[src/rtl/calc_seq.sv]
// rtl/calc_seq.sv - iterated six-control ALU sequencer with command/result handshakes

module calc_alu (
    input  logic [15:0] x,
    input  logic [15:0] y,
    input  logic        zx,
    input  logic        nx,
    input  logic        zy,
    input  logic        ny,
    input  logic        f,
    input  logic        no,
    output logic [15:0] out
);
    logic [15:0] x_z, x_n, y_z, y_n, r;

    always_comb begin
        x_z = zx ? 16'h0000 : x;
        x_n = nx ? ~x_z : x_z;
        y_z = zy ? 16'h0000 : y;
        y_n = ny ? ~y_z : y_z;
        r   = f ? (x_n + y_n) : (x_n & y_n);
        out = no ? ~r : r;
    end
endmodule

module calc_seq #(
    parameter int ITER_W = 4
) (
    input  logic              clk,
    input  logic              rst_n,
    input  logic              cmd_valid,
    output logic              cmd_ready,
    input  logic [15:0]       cmd_x,
    input  logic [15:0]       cmd_y,
    input  logic [5:0]        cmd_ctrl,
    input  logic [ITER_W-1:0] cmd_iter,
    input  logic              abort,
    output logic              res_valid,
    input  logic              res_ready,
    output logic [15:0]       res_o,
    output logic              res_zr,
    output logic              res_ng,
    output logic              busy
);
    typedef enum logic [1:0] {IDLE, RUN, DONE} state_t;

    state_t            state_q, state_d;
    logic [15:0]       acc;
    logic [15:0]       y_q;
    logic [5:0]        ctrl_q;
    logic [ITER_W-1:0] iter_q;
    // One bit wider than iter so an all-ones iter count never wraps before the compare.
    logic [ITER_W:0]   pass_cnt;
    logic [15:0]       alu_out;
    logic              accept;
    logic              last_pass;

    calc_alu u_alu (
        .x   (acc),
        .y   (y_q),
        .zx  (ctrl_q[5]),
        .nx  (ctrl_q[4]),
        .zy  (ctrl_q[3]),
        .ny  (ctrl_q[2]),
        .f   (ctrl_q[1]),
        .no  (ctrl_q[0]),
        .out (alu_out)
    );

    assign cmd_ready = (state_q == IDLE) && !abort;
    assign accept    = cmd_valid && cmd_ready;
    assign last_pass = (pass_cnt == {1'b0, iter_q});

    always_ff @(posedge clk or negedge rst_n) begin
        if (!rst_n) begin
            state_q <= IDLE;
        end else begin
            state_q <= state_d;
        end
    end

    always_comb begin
        state_d = state_q;
        case (state_q)
            IDLE: if (accept) state_d = RUN;
            RUN: begin
                if (abort) begin
                    state_d = IDLE;
                end else if (last_pass) begin
                    state_d = DONE;
                end
            end
            DONE: if (abort || res_ready) state_d = IDLE;
            default: state_d = IDLE;
        endcase
    end

    always_ff @(posedge clk or negedge rst_n) begin
        if (!rst_n) begin
            acc      <= 16'h0000;
            y_q      <= 16'h0000;
            ctrl_q   <= 6'b000000;
            iter_q   <= '0;
            pass_cnt <= '0;
        end else if (accept) begin
            acc      <= cmd_x;
            y_q      <= cmd_y;
            ctrl_q   <= cmd_ctrl;
            iter_q   <= cmd_iter;
            pass_cnt <= '0;
        end else if (state_q == RUN && !abort) begin
            acc      <= alu_out;
            pass_cnt <= pass_cnt + (ITER_W+1)'(1);
        end
    end

    // Flags come from the registered accumulator so they hold with res_o under backpressure.
    assign res_valid = (state_q == DONE);
    assign res_o     = acc;
    assign res_zr    = (acc == 16'h0000);
    assign res_ng    = acc[15];
    assign busy      = (state_q != IDLE);
endmodule

[config.mk]
export PLATFORM = sky130hd
export DESIGN_NAME = calc_seq
export DESIGN_NICKNAME = d
export VERILOG_FILES = /design/src/rtl/calc_seq.sv
export SDC_FILE = /design/constraint.sdc
export NUM_CORES = 1
export LEC_CHECK = 0
export CORE_AREA = 2 2 129 106
export DETAILED_ROUTE_END_ITERATION = 7
export DIE_AREA = 0 0 131 108
export PLACE_DENSITY_LB_ADDON = 0.1
export SLEW_MARGIN = 10
export SYNTH_ARGS = -nofsm -noshare
export SYNTH_HDL_FRONTEND = slang
export SYNTH_SLANG_ARGS = --single-unit
[constraint.sdc]
create_clock -name clk -period 5.65 [get_ports clk]
set_input_delay 1.695 -clock clk [delete_from_list [all_inputs] [get_ports clk]]
set_output_delay 1.695 -clock clk [all_outputs]
set_load 0.005 [all_outputs]
# Word level (Yosys, flattened, before mapping)
# Index checks and enable logic that the tools add are counted.
[word_totals]
regBits = 49
inputBits = 47
output_inout_bits = 21
[classes]
addsub = 2
eq_ne = 6
n_mux = 15
bitwise_logic = 4
n_reduce_logical = 10
[ops]
columns = ["operator", "count"]
rows = [
  ["$mux W16", 8],
  ["$not A16 Y16", 3],
  ["$add A16 B16 Y16", 1],
  ["$and A16 B16 Y16", 1],
  ["$logic_not A16 Y1", 1],
  ["$mux W5", 2],
  ["$mux W2", 4],
  ["$pmux W2 S3", 1],
  ["$add A5 B1 Y5 const B", 1],
  ["$eq A5 B4 Y1", 1],
  ["$reduce_bool A2 Y1", 2],
  ["$logic_and A1 B1 Y1", 3],
  ["$ne A3 B3 Y1 const B", 1],
  ["$reduce_and A3 Y1", 1],
  ["$eq A2 B1 Y1 const B", 1],
  ["$eq A2 B2 Y1 const B", 1],
  ["$logic_not A2 Y1", 1],
  ["$ne A2 B1 Y1 const B", 1],
  ["$ne A2 B2 Y1 const B", 1],
  ["$logic_not A1 Y1", 1],
  ["$logic_or A1 B1 Y1", 1],
]

# Logic depth before layout (Yosys ltp)
[depth]
word_depth = 9
mapped_depth = 12

# Hierarchy
# Synthesis repeated with hierarchy kept, for this count alone.
[hier_totals]
cells_unflattened = 393
hier_area_um2 = 3870.0
[modules_own_cells]
columns = ["module", "n_inst", "cells_each", "area_per_inst_um2"]
rows = [
  ["calc_seq", 1, 154, 2119.5],
  ["calc_alu", 1, 239, 1750.4],
]

# Worst setup path before layout
# OpenSTA, ideal clock, no wires.
[synth_timing]
path_type = "in2out"
startpoint = "in abort"
endpoint = "out cmd_ready"
arrival_time_ps = 1934
required_time_ps = 3955
setup_slack_ps = 2021
cell_stages = 1
cell_sequence = "nor3_1"
[synth_between]
elab_chain_len = 2
[synth_rtl]
columns = ["element", "line_no", "rtl"]
rows = [
  ["start, declared", "37", "input logic abort,"],
  ["$logic_not A1 Y1", "70", "assign cmd_ready = (state_q == IDLE) && !abort;"],
  ["$logic_and A1 B1 Y1", "70", ""],
  ["end, declared", "32", "output logic cmd_ready,"],
]
# Every way passes these cells.

# Worst setup path after layout
# Ends and elaborated chain as after synthesis.

==> out/qor.yml <==
synthesis:
  synth_largest_area_cell: "dfrtp_1"
  synth_cell_type_count: 51
  synth_nets: 534
  synth-seq-cells: 49
  seq_area_frac_synth: 0.324
  syn_avg_cell_area_um2: 8.06
  async_flop_share: 1.00
  synth-main-ff-cell: "dfrtp_1"
  synth_area_um2: 3780
  synth_edf_count: 0
  yosysTopAreaCellShare: 0.324
  synth_area_leaders: "dfrtp_1 (32%), xnor2_1 (10%), nand2_1 (10%)"
  syn_inst: 469
  yosysWarnings: 0
floorplan:
  row_count: 37
  die_area_um2: 14100
  ios: 68
  initial_core_util: 0.297
  fp.coreArea_um2: 12700
  die_h_um: 108
  dieWidth_um: 131
cells_and_area:
  drive_above_1_share: 0.0385
  final_net_count: 584
  syn_to_final_growth_pct: 24.9
  nFillCells: 1368
  diodes: 0
timing:
  period_needed_ns: 4.65
  rsz0062_at_grt: "no"
  period_share: 0.824
  worst_pin_slew_ns: 0.921
  tns_ns: 0
  setup-violations-final: 0
  fin_skew_ns: 0.00909
  relSlewSlack: 0.386
  drv_slew: 0
  hold_viol: 0
  max_freq_ghz: 0.215
global_route:
  grt.total_usage: 0.162
  grt_pass1_wl_mm: 18.0
  grt_pass1_vias: 3508
  grt_max_degree: 50
  antenna_found_initial: 0
  grt.overflow.total: 0
detailed_routing:
  drt_iter0_drc: 173
  detail_route.drc_violations: 0
  wire_per_inst_um: 15.8
  vias_per_cell: 4.86
  drt-pass1-iter-count: 4
  vias: 3376
  final_antenna_net_count: 0
  drt-total-wl_mm: 11.0
clock_network:
  clock_sinks: 49
  cts_tree: "built"
  cts_hold_buffers: 0
  cts_buffers: 5
  clockRootBuffer: "clkbuf_16"
  clk_pin_slew_ns: 0.07
  cts_setup_buffers: 0
  clock_path_buffers: 2
  cts_resized: 0
  cts_htree_levels: 2
  clk-insertion-delay-late_ns: 0.29
outcome:
  status: "completed"
hold_path:
  hold_class: "flip-flop to flip-flop"
critical_path:
  slowest_delay_ns: 0.56
  reg2reg_setup_slack_ns: 2.10
  crit_arrival_ns: 2.96
  cp_cell_sequence: "clkdlybuf4s50_1 > nor3_1 > clkdlybuf4s50_1"
  cp-end-kind: "primary output"
  crit_path_frequent_cell: "clkdlybuf4s50_1"
  cp_data_required_time_ns: 3.95
  critical_path_class: "input port to primary output"
  cp_slowest_cell: "clkdlybuf4s50_1"
  critPathLaunchType: "input port"
  crit_fanout: 4
placed_design:
  post-dp-hpwl_mm: 8.08
  io_buffers: 67
  gp_congestion: 0.786
flow_run:
  drv_cap: 0
==> per-stage QoR <==
step                       util  hold WS, ns  instance area (um^2)  std cells  setup WS, ns
final                     0.371        0.477                  4720        695         0.996
after global routing      0.371        0.511                  4720        695         0.909
after CTS                 0.371        0.484                  4720        695         0.986
after detailed placement  0.359        0.467                  4570        687          1.00
after global placement    0.359        0.465                  4570        687          1.00
after floorplan               -        0.447                  3780        469          2.02
==> worst paths after layout <==
path                                 from         to  cells after the start
worst max-delay path                abort  cmd_ready                      3
worst min-delay path              y_q[11]    y_q[11]                      2
worst max register to register  ctrl_q[2]   res_o[8]                     10
worst min register to register    y_q[11]    y_q[11]                      2
max in group asynchronous           rst_n  res_o[13]                      2
min in group asynchronous           rst_n     y_q[8]                      2
==> registers in the layout (all words and copies together), names as in the netlist <==
signal    cells
state_q       2
pass_cnt      5
res_o        16
ctrl_q        6
y_q          16
iter_q        4
==> area by class of cell <==
type	instances	area, um^2	area share
clock inverter	2	17.5	0.00371
tap	175	219	0.0464
multi-input combinational	386	2410	0.510
sequential	49	1230	0.260
timing repair buffer	70	688	0.146
inverter	7	26.3	0.00556
clock buffer	6	139	0.0294
==> metal layers <==
| layer | global-route usage | up-vias | routed length [um] | share of wire |
|---|---|---|---|---|
| met3 | 0.0252 | 2 | 268 | 0.024 |
| met2 | 0.268 | 41 | 5170 | 0.47 |
| met1 | 0.231 | 1641 | 5480 | 0.50 |
| met5 | 0 | - | 0 | 0 |
| met4 | 0.0190 | 0 | 32 | 0.0029 |
| li1 | - | 1692 | - | - |
==> worst max-delay path, delay by kind of cell <==
family	cells	cell delay (ns)
buf+inv	2	1.01
simple gates	1	0.25
==> kinds of logic (layout without fill, tap and decap cells) <==
logic type,after synthesis,count (layout),share of synthesized area
AND/OR/NAND/NOR,221,221,0.276
multiplexers,16,16,0.0427
buffers and inverters,34,85,0.0394
XOR/XNOR,55,55,0.127
AO/OA/AOI/OAI,76,76,0.129
adder cells (fa/ha/maj),18,18,0.0616
flip-flops,49,49,0.324
==> cell usage in the layout, fill, tap and decap left out, drive strengths merged, types with 2 or more instances in the layout <==
master,n
nand2,101
clkdlybuf4s50,66
dfrtp,49
xnor2,45
nand2b,32
a21oi,31
nor2,28
nand3,19
ha,17
mux2i,15
o21ai,14
xor2,10
inv,8
nor3,7
and3,6
clkbuf,6
nand4,5
nor4,4
a31oi,4
o211ai,4
a21o,4
buf,4
nor2b,3
o31ai,3
or3,3
nor3b,3
and2,3
a211oi,3
and4,2
nand3b,2
a211o,2
o21a,2
a31o,2
==> synth_stat cells, types with 10 or more instances <==
library cell,n
mux2i_1,15
ha_1,17
o21ai_0,13
dfrtp_1,49
a21oi_1,29
nor2_1,28
clkbuf_1,14
nand3_1,19
xnor2_1,45
nand2_1,101
nand2b_1,32
xor2_1,10
Power is left out: the tool's default activity adds up to more than one toggle a clock period on the data nets, which glitch-free logic cannot reach.
